### config.mk
export PLATFORM = sky130hd
export DESIGN_NAME = tube_sequencer
export DESIGN_NICKNAME = d
export VERILOG_FILES = /design/src/rtl/tube_sequencer_pkg.sv /design/src/rtl/trig_sync.sv /design/src/rtl/tube_sequencer.sv
export SDC_FILE = /design/constraint.sdc
export NUM_CORES = 1
export LEC_CHECK = 0
export ABC_AREA = 1
export BUFFER_PORTS_ARGS = -buffer_cell sky130_fd_sc_hd__buf_2
export CELL_PAD_IN_SITES_DETAIL_PLACEMENT = 0
export CELL_PAD_IN_SITES_GLOBAL_PLACEMENT = 1
export CORE_MARGIN = 1.5
export CORE_UTILIZATION = 44
export CTS_CLUSTER_DIAMETER = 80
export CTS_CLUSTER_SIZE = 16
export DETAILED_ROUTE_END_ITERATION = 8
export PLACE_DENSITY_LB_ADDON = 0.12
export SLEW_MARGIN = 25
export SYNTH_ARGS = -nofsm -noshare
export SYNTH_HDL_FRONTEND = slang
export SYNTH_SLANG_ARGS = --single-unit
### constraint.sdc
create_clock -name clk -period 2.1 [get_ports clk]
set_input_delay 0.105 -clock clk [delete_from_list [all_inputs] [get_ports clk]]
set_output_delay 0.105 -clock clk [all_outputs]
set_load 0.03 [all_outputs]
### src/rtl/tube_sequencer_pkg.sv
// Shared types and constants for the tube sequencer and the tube stages it drives.
package tube_sequencer_pkg;

  // Pre-trigger history depth of the tube stages' shift registers.
  localparam int PRIOR_CLK_CYC = 7;

  typedef enum logic [2:0] {
    ST_IDLE     = 3'd0,
    ST_CLEAR    = 3'd1,
    ST_ARM      = 3'd2,
    ST_FREEZE   = 3'd3,
    ST_VALIDATE = 3'd4,
    ST_READOUT  = 3'd5
  } state_t;

  typedef struct packed {
    logic tube_clr;
    logic gate_enable;
    logic shift_freeze;
    logic validate;
    logic readout_req;
    logic busy;
  } ctrl_t;

  function automatic ctrl_t decode_ctrl(input state_t st);
    ctrl_t c;
    c = '0;
    case (st)
      ST_CLEAR:    begin c.tube_clr = 1'b1; c.busy = 1'b1; end
      ST_ARM,
      ST_FREEZE:   begin c.gate_enable = 1'b1; c.shift_freeze = 1'b1; c.busy = 1'b1; end
      ST_VALIDATE: begin
        c.gate_enable  = 1'b1;
        c.shift_freeze = 1'b1;
        c.validate     = 1'b1;
        c.busy         = 1'b1;
      end
      ST_READOUT:  begin c.shift_freeze = 1'b1; c.readout_req = 1'b1; c.busy = 1'b1; end
      default:     c = '0;
    endcase
    return c;
  endfunction

endpackage

### src/rtl/trig_sync.sv
// Two-flop synchroniser and registered rising-edge detector for the external trigger.
module trig_sync (
  input  logic clk,
  input  logic clr,
  input  logic trigger,
  output logic rise
);

  logic       meta;
  logic       sync;
  logic       hist;
  logic [1:0] warm;

  // hist is forced high until the synchroniser carries real samples, so a trigger
  // already high when reset releases is not mistaken for a fresh edge.
  always_ff @(posedge clk or posedge clr) begin
    if (clr) begin
      meta <= 1'b0;
      sync <= 1'b0;
      hist <= 1'b1;
      warm <= 2'b00;
      rise <= 1'b0;
    end else begin
      // NOTE: non-blocking assignments let every flop sample the pre-edge value of its
      // neighbour, which is what makes meta -> sync a real two-stage synchroniser.
      meta <= trigger;
      sync <= meta;
      warm <= {warm[0], 1'b1};
      hist <= sync | ~warm[1];
      rise <= sync & ~hist;
    end
  end

endmodule

### src/rtl/tube_sequencer.sv
// Tube readout sequencer: trigger -> clear -> gate window -> freeze -> validate -> readout.
// Optional build macro TUBE_SEQ_TRIGCNT_EN adds accepted/dropped trigger counters.
module tube_sequencer
  import tube_sequencer_pkg::*;
#(
  parameter int GATE_CYCLES = 200,
  parameter int CLR_CYCLES  = 2
) (
  input  logic        clk,
  input  logic        clr,
  input  logic        trigger,
  input  logic        readoutAck,
  output logic        tubeClr,
  output logic        gateEnable,
  output logic        shiftFreeze,
  output logic        validateOut,
  output logic        readoutReq,
  output logic        busy,
  output logic [7:0]  windowCnt
`ifdef TUBE_SEQ_TRIGCNT_EN
  ,
  output logic [15:0] trigCount,
  output logic [15:0] dropCount
`endif
);

  localparam logic [7:0] GATE_LAST = 8'(GATE_CYCLES - 1);
  localparam logic [3:0] CLR_LAST  = 4'(CLR_CYCLES - 1);

  logic       rise;
  state_t     state, state_d;
  logic [7:0] win, win_d;
  logic [3:0] clr_cnt, clr_cnt_d;
  ctrl_t      ctrl, ctrl_d;

  trig_sync u_trig_sync (
    .clk     (clk),
    .clr     (clr),
    .trigger (trigger),
    .rise    (rise)
  );

  always_comb begin
    // NOTE: every variable gets its default before the case, so no path leaves one
    // unassigned and no latch is inferred.
    state_d   = state;
    win_d     = win;
    clr_cnt_d = clr_cnt;
    case (state)
      ST_IDLE: begin
        win_d     = '0;
        clr_cnt_d = '0;
        if (rise) state_d = ST_CLEAR;
      end
      ST_CLEAR: begin
        if (clr_cnt == CLR_LAST) begin
          clr_cnt_d = '0;
          state_d   = ST_ARM;
        end else begin
          clr_cnt_d = clr_cnt + 4'd1;
        end
      end
      ST_ARM: begin
        if (win == GATE_LAST) state_d = ST_FREEZE;
        else                  win_d   = win + 8'd1;
      end
      ST_FREEZE:   state_d = ST_VALIDATE;
      ST_VALIDATE: state_d = ST_READOUT;
      ST_READOUT: begin
        if (readoutAck) begin
          state_d = ST_IDLE;
          win_d   = '0;
        end
      end
      default: begin
        state_d = ST_IDLE;
        win_d   = '0;
      end
    endcase
    // Outputs are decoded from the next state and registered, so they line up with
    // the state register and never see an input combinationally.
    ctrl_d = decode_ctrl(state_d);
  end

  always_ff @(posedge clk or posedge clr) begin
    if (clr) begin
      state   <= ST_IDLE;
      win     <= '0;
      clr_cnt <= '0;
      ctrl    <= '0;
    end else begin
      state   <= state_d;
      win     <= win_d;
      clr_cnt <= clr_cnt_d;
      ctrl    <= ctrl_d;
    end
  end

  assign tubeClr     = ctrl.tube_clr;
  assign gateEnable  = ctrl.gate_enable;
  assign shiftFreeze = ctrl.shift_freeze;
  assign validateOut = ctrl.validate;
  assign readoutReq  = ctrl.readout_req;
  assign busy        = ctrl.busy;
  assign windowCnt   = win;

`ifdef TUBE_SEQ_TRIGCNT_EN
  logic [15:0] trig_cnt;
  logic [15:0] drop_cnt;

  // An edge reaching a non-idle FSM is discarded, and counted as dropped.
  always_ff @(posedge clk or posedge clr) begin
    if (clr) begin
      trig_cnt <= '0;
      drop_cnt <= '0;
    end else if (rise) begin
      if (state == ST_IDLE) begin
        if (trig_cnt != 16'hFFFF) trig_cnt <= trig_cnt + 16'd1;
      end else begin
        if (drop_cnt != 16'hFFFF) drop_cnt <= drop_cnt + 16'd1;
      end
    end
  end

  assign trigCount = trig_cnt;
  assign dropCount = drop_cnt;
`endif

endmodule

---- After elaboration in Yosys (flattened, before gate mapping) ----
Index checks and enable logic that the tools add are counted.
word-level totals
  bits of input ports ..................... 4
  word-level logic and storage cells ...... 58
  register bits ........................... 27
  output and inout bits ................... 14
cells by class
  bitwise logic cells ..................... 5
  add/sub/neg operators ................... 2
  equal/unequal tests ..................... 14
  reductions and logical operators ........ 7
  muxes and demuxes ....................... 16
operator list
  cell                                            count
  case mux 8 bit (3 select lines)                 1
  case mux 3 bit (6 select lines)                 1
  2-to-1 mux 8 bit                                2
  == test 3 x 2 -> 1 bit (second input constant)  4
  == test 3 bit (second input constant)           4
  2-to-1 mux 3 bit                                4
  adder 8 x 1 -> 8 bit (second input constant)    1
  == test 8 bit (second input constant)           1
  case mux 4 bit (2 select lines)                 1
  == test 3 x 1 -> 1 bit (second input constant)  2
  2-to-1 mux 1 bit                                6
  OR reduction 3 bit                              2
  OR reduction 5 bit                              1
  adder 4 x 1 -> 4 bit (second input constant)    1
  == test 4 x 1 -> 1 bit (second input constant)  1
  2-to-1 mux 4 bit                                1
  inequality test 2 bit (second input constant)   2
  OR reduction 4 bit                              1
  zero test 3 bit                                 1
  inverter 1 bit                                  3
  AND reduction 3 bit                             1
  nonzero test 2 bit                              1
  AND 1 bit                                       1
  bitwise OR 1 bit                                1

---- Depth between registers and ports, before layout ----
Gate-level depths: netlist of the first run.
  depth after elaboration ................. 6
  gate-level depth with buffers ........... 9

---- Modules after synthesis ----
From an unflattened synthesis of the first run, not the netlist that was laid out.
unflattened totals
  cells, all modules ...................... 138
  area, all modules ....................... 1295.0 µm²
by module, submodules not included
  module          cells an instance  instances  sequential area each (µm²)  area each (µm²)
  tube_sequencer  127                1          525.5                       1122.3
  trig_sync       11                 1          151.4                       172.7

---- Worst setup path before layout of the first run ----
No wires, ideal clock.
  kind .................................... register to register
  from .................................... register win[1], in the netlist windowCnt[1]
  to ...................................... register win[2], in the netlist windowCnt[2]
  stages on the path, launching flop included .. 9
  data arrival time ....................... 1.458 ns
  slack ................................... 0.546 ns
  buffers on the path ..................... 1
  library setup time ...................... 0.095 ns
  data required time ...................... 2.005 ns
  cell sequence ........................... dfrtp_1 -> ha_1 -> nand2_1 -> nor2_1 -> nand3_2 -> nand2_2 -> buf_6 -> nand2_1 -> o31ai_1
on the way
  longest elaborated chain between the ends .. 3
ends and longest elaborated chain
  element                                                                 RTL line                                    source
  start: declaration                                                      tube_sequencer.sv:32                        logic [7:0] win, win_d;
  start signal: assignment                                                tube_sequencer.sv:93                        win <= win_d;
  adder 8 x 1 -> 8 bit or == test 8 bit (tied branches)                   tube_sequencer.sv:65, tube_sequencer.sv:64
  2-to-1 mux 8 bit or inequality test 2 bit (tied branches)               --
  case mux 8 bit (3 select lines) or AND reduction 3 bit (tied branches)  --
Parallel ways exist; a longest one is shown, timed or not. The select of a mux whose other input is x is not followed.
A chain may end at the register's enable or synchronous reset.

---- Worst setup path in the final report of the first run ----
  from .................................... register win[1], in the netlist windowCnt[1]
  to ...................................... register win[7], in the netlist windowCnt[7]
The elaborated chain is that of the path after synthesis.

==> results of run 1 <==
==> cell type report <==
class	count	area (um2)
Clock buffer	4	26.3
Multi-Input combinational cell	91	470
Inverter	25	93.8
Sequential cell	27	677
Fill cell	270	1320
Timing Repair Buffer	20	113
Tap cell	31	38.8
==> registers in the layout (all words and copies together) (netlist names), 2 cells and up <==
name	flops
clr_cnt	4
state	3
windowCnt	8
u_trig_sync.warm	2
==> cell usage after synthesis <==
| library cell | number | area, um2 |
|---|---|---|
| nand2_1 | 34 | 128 |
| dfrtp_1 | 26 | 651 |
| inv_1 | 24 | 90.1 |
| nor2_1 | 18 | 67.6 |
| nand3_1 | 11 | 55.1 |
| ha_1 | 4 | 50.1 |
| o21ai_0 | 4 | 20.0 |
| o21ai_2 | 3 | 26.3 |
| o22ai_1 | 3 | 18.8 |
| nand4_1 | 2 | 12.5 |
| o31ai_1 | 2 | 15.0 |
| xnor2_1 | 2 | 17.5 |
| a21oi_1 | 1 | 5.00 |
| buf_6 | 1 | 11.3 |
| conb_1 | 1 | 3.75 |
| dfstp_2 | 1 | 26.3 |
| inv_2 | 1 | 3.75 |
| nand2_2 | 1 | 6.26 |
| nand3_2 | 1 | 10.0 |
| nor3_1 | 1 | 5.00 |
| nor3_4 | 1 | 16.3 |
| o21ai_1 | 1 | 5.00 |
| xor2_1 | 1 | 8.76 |
==> metal layers <==
layer | share of wire | wire length (um) | track usage
met5 | 0 | 0 | 0
met4 | 0.014 | 32 | 0.0612
met3 | 0.027 | 60 | 0.0207
met2 | 0.46 | 1030 | 0.259
met1 | 0.50 | 1140 | 0.228
==> worst max-delay path, stage by stage (launching register included) <==
cell and delay, ns:
dfrtp_1 0.44, ha_1 0.28, nand2_1 0.11, nor2_1 0.14
nand3_2 0.12, nand2_2 0.24, o21ai_0 0.14
==> power by group <==
part | internal, mW | leakage [nW] | switching, mW | total (mW)
clock network | 0.0743 | 0.0150 | 0.149 | 0.223
registers | 0.624 | 0.354 | 0.0793 | 0.703
logic | 0.180 | 0.397 | 0.431 | 0.611
total | 0.878 | 0.766 | 0.660 | 1.54
==> per-stage QoR <==
stage / std cells / cell area, um2
after CTS: 198 / 1420
final: 198 / 1420
after floorplan: 144 / 1250
after global placement: 192 / 1370
after global routing: 198 / 1420
after detailed placement: 192 / 1370
==> what timing repair did <==
action,in CTS,in global routing
endpoints found under the hold margin,27,0
buffers inserted,0,0
hold buffers,2,0
==> path summary, 6_finish.rpt <==
| kind | from | end | depth (start not counted) |
|---|---|---|---|
| hold reg to reg | u_trig_sync.warm[0] | u_trig_sync.warm[1] | 0 |
| setup reg to reg | windowCnt[1] | windowCnt[7] | 6 |
| max in group asynchronous | clr | u_trig_sync.hist | 4 |
| min in group asynchronous | clr | u_trig_sync.sync | 4 |
| setup / recovery | windowCnt[1] | windowCnt[7] | 6 |
| hold / removal | readoutAck | readoutReq | 4 |
==> cell families after synthesis <==
| group | count (synthesis) |
|---|---|
| compound gates | 14 |
| xor+xnor | 3 |
| fa+ha+maj | 4 |
| buf+inv | 26 |
| flops | 27 |
| other cells | 1 |
| simple gates | 69 |
==> metrics.cfg, run 1 <==
[synthesis]
synth_area_mm2 = 0.00125
synth_simple_gate_area_frac = 0.240
synth_top_family_by_area = simple AND/OR/NAND/NOR gates
yosysSeqAreaShare = 0.540
ys_warn_count = 0
synth-seq-cells = 27
synth_compound_area_frac = 0.0719
synth_xor_area_frac = 0.0210
netlist_instances = 144
synth_cell_types = 23
avgSynthCellArea_um2 = 8.70
synthAdderAreaFrac = 0.0400
muxShareOfSynthArea = 0
syn-num-nets = 152

[route]
route.detailed.drc = 0
num_vias = 974
first_pass_iters = 4
wl_um = 2260
drt.antenna.violating_nets = 0
post_drt_wl_per_cell_um = 11.4
viasPerCell = 4.92
drt_iter0_drc = 21

[cells_and_area]
final_util = 0.519
layout_common_cells = nand2_1 (34), dfrtp_1 (26), inv_1 (24)
drive_above_1_share = 0.174
final_common_cell = nand2_1
antennaDiodeCount = 0
area_growth_pct = 13.3
fin_nets = 176

[power]
p_per_area_mw_per_mm2 = 1080
power_mw = 1.54
ir_worst_vdd_uv = 775
leakagePower_nw = 0.766

[floorplan]
die_y_um = 56.4
die-area_mm2 = 0.00318
row_count = 19
start_util = 0.458
fp.coreArea_mm2 = 0.00273
fp.dieW_um = 56.4
io_pins = 18

[grt]
antenna_found_initial = 0
first_global_vias = 921
grt_pass1_wl_um = 4040
grt_usage = 0.163
grt_max_degree = 28
grt-ovfl-total = 0

[worst_setup_path]
critPathLaunchType = flop
path_max_fanout = 13
worstPathRequired_ns = 2.31
endpoint_kind = flop
worstPathArrival_ns = 1.78
worst-setup-path-type = reg -> reg
r2r_setup_slack_ns = 0.53

[clock_network]
clock-sinks = 27
path_clk_slew_ns = 0.14
cts_buffers = 3
cts_resized = 0
root_buffer = clkbuf_4
cts_buffer_depth = 2
insertion_delay_ns = 0.32
h-tree-depth = 1
cts_tree = yes

[placed_design]
post-place-ws_ns = 0.557
io_buffers = 17
globalplace.congestion = 0.787
dp_hpwl_um = 1600

[sta]
whs_ns = 0.102
fmax_ghz = 0.637
slew_violations = 0
finalCritPeriodShare = 0.747
rsz0062_at_grt = false
fin_ws_ns = 0.531
post-route-min-period_ns = 1.57
finalSetupTns_ns = 0
skew_ns = 0.00545
setup_viol = 0
finalHoldViolCount = 0

[worst_hold_path]
worstHoldPathType = in -> reg

[job]
cap_violations = 0

[run_status]
status = completed

Power figures use the tool's default switching activity.
==> run 2, diff against run 1 <==
--- a/config.mk
+++ b/config.mk
@@ -10,7 +10,7 @@
 export CELL_PAD_IN_SITES_DETAIL_PLACEMENT = 0
 export CELL_PAD_IN_SITES_GLOBAL_PLACEMENT = 1
 export CORE_MARGIN = 1.5
-export CORE_UTILIZATION = 44
+export CORE_UTILIZATION = 37
 export CTS_CLUSTER_DIAMETER = 80
 export CTS_CLUSTER_SIZE = 16
 export DETAILED_ROUTE_END_ITERATION = 8
==> constraint.sdc (replaced) <==
create_clock -name clk -period 1.3 [get_ports clk]
set_input_delay 0.065 -clock clk [delete_from_list [all_inputs] [get_ports clk]]
set_output_delay 0.065 -clock clk [all_outputs]
set_load 0.03 [all_outputs]
==> run 2 against run 1 <==
Net effect: highest routed layer unchanged; clock skew decreased by 0.0026 ns; routed wire length increased by 24%; die area increased by 18%; combinational power increased to 2.6 times the previous value; fmax increased by 19%; total power increased by 100%; the run now ends with negative setup slack left; critical path depth decreased by 1; design area increased by 22%.
==> metrics.cfg, run 2 (synthesis results as in run 1) <==
[clock_network]
cts_buffer_depth = 2
cts_tree = yes
h-tree-depth = 1
root_buffer = clkbuf_4
path_clk_slew_ns = 0.14
cts_buffers = 3
insertion_delay_ns = 0.32
clock-sinks = 27

[floorplan]
start_util = 0.400
die-area_mm2 = 0.00374
fp.coreArea_mm2 = 0.00313
row_count = 20
io_pins = 18
die_y_um = 61.2
fp.dieW_um = 61.2

[grt]
antenna_found_initial = 0
grt_usage = 0.162
grt_pass1_wl_um = 4500
first_global_vias = 1038
grt_max_degree = 28
grt-ovfl-total = 0

[placed_design]
dp_cells = 224
post-place-ws_ns = -0.0807
place_area_mm2 = 0.00155
globalplace.congestion = 0.774
io_buffers = 17
dp_hpwl_um = 2000

[worst_setup_path]
critPathLaunchType = flop
path_cells = nor3_4, buf_4, nor2_4, ha_1, inv_1
r2r-start = state[2]
r2r-end = shiftFreeze
endpoint_kind = flop
cp_num_cells = 5
critPathTopFamily = flip-flops
cp_slowest_cell = dfrtp_2
endpoint = shiftFreeze
cpPeakStageDelay_ns = 0.49
cp.buffers_inverters = 2
worst-setup-path-type = reg -> reg
path_max_fanout = 5
r2r_setup_slack_ns = -0.02
r2r_cells = 5
worstPathRequired_ns = 1.54
cp-startpoint = state[2]
worstPathArrival_ns = 1.56

[route]
route.detailed.drc = 0
first_pass_iters = 4
drt_iter0_drc = 32
wl_um = 2820
viasPerCell = 4.46
post_drt_wl_per_cell_um = 12.1
num_vias = 1040
drt.antenna.violating_nets = 0

[sta]
whs_ns = 0.0750
slew_violations = 0
finalCritPeriodShare = 1.02
fin_ws_ns = -0.0206
setup_viol = 2
post-route-min-period_ns = 1.32
finalHoldViolCount = 0
fmax_ghz = 0.757
rsz0062_at_grt = true
finalSetupTns_ns = -0.0272
skew_ns = 0.00280

[cells_and_area]
stdcell_count = 233
layout_common_cells = nand2_1 (29), inv_1 (22), dfrtp_1 (21)
multiInputGateArea_um2 = 592
final_util = 0.553
area_growth_pct = 38.2
drive_above_1_share = 0.407
fin_nets = 198
largest_reg_flops = 8
n_fill_cell = 310
seq_area_um2 = 683
antennaDiodeCount = 0
fin_area_mm2 = 0.00173
final_common_cell = nand2_1

[power]
p_per_area_mw_per_mm2 = 1800
power_mw = 3.11
comb_power_share = 0.506
p_clk_frac = 0.120
swShare = 0.428
ir_worst_vdd_uv = 1230
internal_power_mw = 1.78
leakagePower_nw = 0.892
p_sw_mw = 1.33
p_seq_frac = 0.375

[worst_hold_path]
worstHoldPathType = in -> reg

[job]
cap_violations = 0

[run_status]
violations = negative setup slack
status = finished, violations left

==> run 2: cell count changes in the layout (fill, tap and decap cells not counted), sizes merged <==
cell and delta:
buf +21, nand2 +1
==> run 2: power groups by stage <==
stage               clock network, mW  registers (mW)  logic, mW
floorplan                           0            1.32      0.632
global placement                    0            1.14       1.21
detailed placement                  0            1.15       1.24
CTS                             0.384            1.14       1.33
global route                    0.412            1.18       1.72
finish                          0.372            1.16       1.57
==> run 2: final cells by class <==
cell class,count,share of cell area
Sequential cell,27,0.395
Multi-Input combinational cell,92,0.342
Timing Repair Buffer,41,0.161
Inverter,25,0.0557
Tap cell,44,0.0318
Clock buffer,4,0.0152
==> run 2: worst min path at each step <==
stage                           from                to  slack [ns]  cells past startpoint
after floorplan              trigger  u_trig_sync.meta         0.1                      0
after global placement           clr  u_trig_sync.meta        0.14                      3
after detailed placement         clr  u_trig_sync.meta        0.14                      3
after CTS                 readoutAck        readoutReq        0.04                      4
after global routing      readoutAck        readoutReq        0.07                      4
final                     readoutAck        readoutReq        0.07                      4
==> run 2: routing by layer <==
metal / global-route usage / vias up / share of wire
met4: 0.0466 / 0 / 0.0075
met1: 0.231 / 487 / 0.48
li1: - / 541 / -
met5: 0 / - / 0
met2: 0.260 / 10 / 0.49
met3: 0.0189 / 2 / 0.018
==> run 2: repair_timing <==
action	in CTS	in global routing
gates cloned	1	0
gates resized for setup	10	26
endpoints found under the setup margin	10	15
hold buffers	2	0
pin swaps	2	3
hold endpoints to repair	27	0
buffers inserted	0	2
==> run 2: worst reg2reg max path: stages (launching register included) <==
cell and delay [ns]:
dfrtp_2 0.49, nor3_4 0.25, buf_4 0.16, nor2_4 0.04, ha_1 0.27, inv_1 0.03
==> run 3, diff against run 2 <==
--- a/config.mk
+++ b/config.mk
@@ -6,14 +6,14 @@
 export NUM_CORES = 1
 export LEC_CHECK = 0
 export ABC_AREA = 1
-export BUFFER_PORTS_ARGS = -buffer_cell sky130_fd_sc_hd__buf_2
 export CELL_PAD_IN_SITES_DETAIL_PLACEMENT = 0
 export CELL_PAD_IN_SITES_GLOBAL_PLACEMENT = 1
 export CORE_MARGIN = 1.5
-export CORE_UTILIZATION = 37
+export CORE_UTILIZATION = 41
 export CTS_CLUSTER_DIAMETER = 80
 export CTS_CLUSTER_SIZE = 16
 export DETAILED_ROUTE_END_ITERATION = 8
+export DONT_BUFFER_PORTS = 1
 export PLACE_DENSITY_LB_ADDON = 0.12
 export SLEW_MARGIN = 25
 export SYNTH_ARGS = -nofsm -noshare
==> run 3 against run 2 <==
Net effect: the run still ends with negative setup slack left; fmax fell by 0.43%; clock-buffer cell count down 1; first-iteration DRC count shrank 47%; critical endpoint is now windowCnt[2]; design area down 2.3%; clock power increased by 2%; critical path depth fell by 1; sequential power grew 12%; routed wire length fell by 5.9%; critical path type unchanged.
==> metrics.cfg, run 3 (synthesis results as in run 1) <==
[grt]
first_global_vias = 971
grt_usage = 0.168
antenna_found_initial = 0
grt_max_degree = 17
grt-ovfl-total = 0
grt_pass1_wl_um = 4340

[route]
num_vias = 1019
route.detailed.drc = 0
first_pass_iters = 6
drt.antenna.violating_nets = 0
post_drt_wl_per_cell_um = 12.7
viasPerCell = 4.88
wl_um = 2650
drt_iter0_drc = 17

[worst_setup_path]
cp_slowest_cell = dfrtp_2
path_max_fanout = 6
r2r_cells = 4
cpPeakStageDelay_ns = 0.48
worstPathRequired_ns = 1.56
critPathTopFamily = flip-flops
critPathLaunchType = flop
cp-startpoint = state[2]
r2r_setup_slack_ns = -0.03
worst-setup-path-type = reg -> reg
endpoint = windowCnt[2]
path_cells = nor3_4, buf_6, inv_4, o31ai_4
cp.buffers_inverters = 2
r2r-end = windowCnt[2]
r2r-start = state[2]
endpoint_kind = flop
worstPathArrival_ns = 1.59
cp_num_cells = 4

[placed_design]
dp_hpwl_um = 1780
place_area_mm2 = 0.00147
globalplace.congestion = 0.727
dp_cells = 196
io_buffers = 0

[sta]
fin_ws_ns = -0.0263
fmax_ghz = 0.754
setup_viol = 7
post-route-min-period_ns = 1.33
finalCritPeriodShare = 1.02
slew_violations = 0
skew_ns = 0.00174
finalHoldViolCount = 0
rsz0062_at_grt = true

[cells_and_area]
largest_reg_flops = 8
final_common_cell = nand2_1
fin_nets = 187
drive_above_1_share = 0.399
area_growth_pct = 35.0
stdcell_count = 209
antennaDiodeCount = 0
fin_area_mm2 = 0.00169
layout_common_cells = nand2_1 (26), buf_4 (24), dfrtp_1 (22)
n_fill_cell = 231

[clock_network]
cts_tree = yes
cts_buffers = 3
clock-sinks = 27
h-tree-depth = 1
insertion_delay_ns = 0.33
path_clk_slew_ns = 0.15
cts_buffer_depth = 2
root_buffer = clkbuf_4

[floorplan]
die_y_um = 58.3
start_util = 0.443
die-area_mm2 = 0.00340
io_pins = 18
fp.dieW_um = 58.3
row_count = 19
fp.coreArea_mm2 = 0.00283

[power]
power_mw = 3.09
ir_worst_vdd_uv = 1170
leakagePower_nw = 0.839
p_per_area_mw_per_mm2 = 1830

[job]
cap_violations = 0

[run_status]
status = finished, violations left
violations = negative setup slack

[worst_hold_path]
worstHoldPathType = in -> async

==> run 3: changes by cell type in the layout (fill, tap and decap cells not counted), moves of 2 or more <==
| cell | change |
|---|---|
| nor2_2 | +2 |
| nand2_1 | -3 |
| nand2_2 | +4 |
| buf_2 | -17 |
| buf_6 | +2 |
| nor2_4 | -2 |
| buf_4 | +4 |
==> run 3: routing by layer <==
layer | GRT usage | vias to the layer above | routed length [um]
li1 | - | 521 | -
met1 | 0.239 | 478 | 1300
met2 | 0.250 | 15 | 1190
met3 | 0.0357 | 5 | 107
met4 | 0.0698 | 0 | 53
met5 | 0 | - | 0
==> run 3: worst min-delay path by stage <==
| stage | start | endpoint | cells after the start |
|---|---|---|---|
| floorplan | trigger | u_trig_sync.meta | 0 |
| global placement | clr | busy | 1 |
| detailed placement | clr | busy | 1 |
| CTS | readoutAck | readoutReq | 4 |
| global route | clr | tubeClr | 2 |
| finish | clr | busy | 2 |
==> run 3: what timing repair did <==
item / CTS / global route
setup endpoints to repair: 10 / 12
pin swaps: 8 / 10
hold buffers: 2 / 0
endpoints found under the hold margin: 27 / 0
buffers inserted: 1 / 5
gates cloned: 0 / 1
resized for setup: 16 / 22
==> run 3: metrics by stage <==
stage          hold WS [ns]  utilization  setup TNS, ns  setup WS (ns)
2_1_floorplan        0.0964            -         -0.400        -0.0678
3_3_place_gp         -0.105        0.518         -0.204        -0.0403
3_5_place_dp        -0.0969        0.518         -0.513        -0.0702
4_1_cts              0.0400        0.556        -0.0478        -0.0308
5_1_grt              0.0906        0.598         -0.839        -0.0932
6_report             0.0796        0.598        -0.0964        -0.0263
==> run 3: worst reg2reg max path, stage by stage, from the launching register on <==
cell	delay, ns
dfrtp_2	0.48
nor3_4	0.31
buf_6	0.19
inv_4	0.04
o31ai_4	0.23
==> run 3: area by class of cell <==
class / instances / area, um2 / share of cell area
Sequential cell: 27 / 682 / 0.403
Multi-Input combinational cell: 92 / 598 / 0.354
Timing Repair Buffer: 30 / 245 / 0.145
Inverter: 25 / 96.3 / 0.0570
Tap cell: 31 / 38.8 / 0.0229
Clock buffer: 3 / 22.5 / 0.0133
Clock inverter: 1 / 7.51 / 0.00444
==> run 3: power breakdown <==
group	leakage [nW]	internal [mW]	switching, mW
clock network	0.0139	0.118	0.262
registers	0.348	1.02	0.283
logic	0.477	0.617	0.790
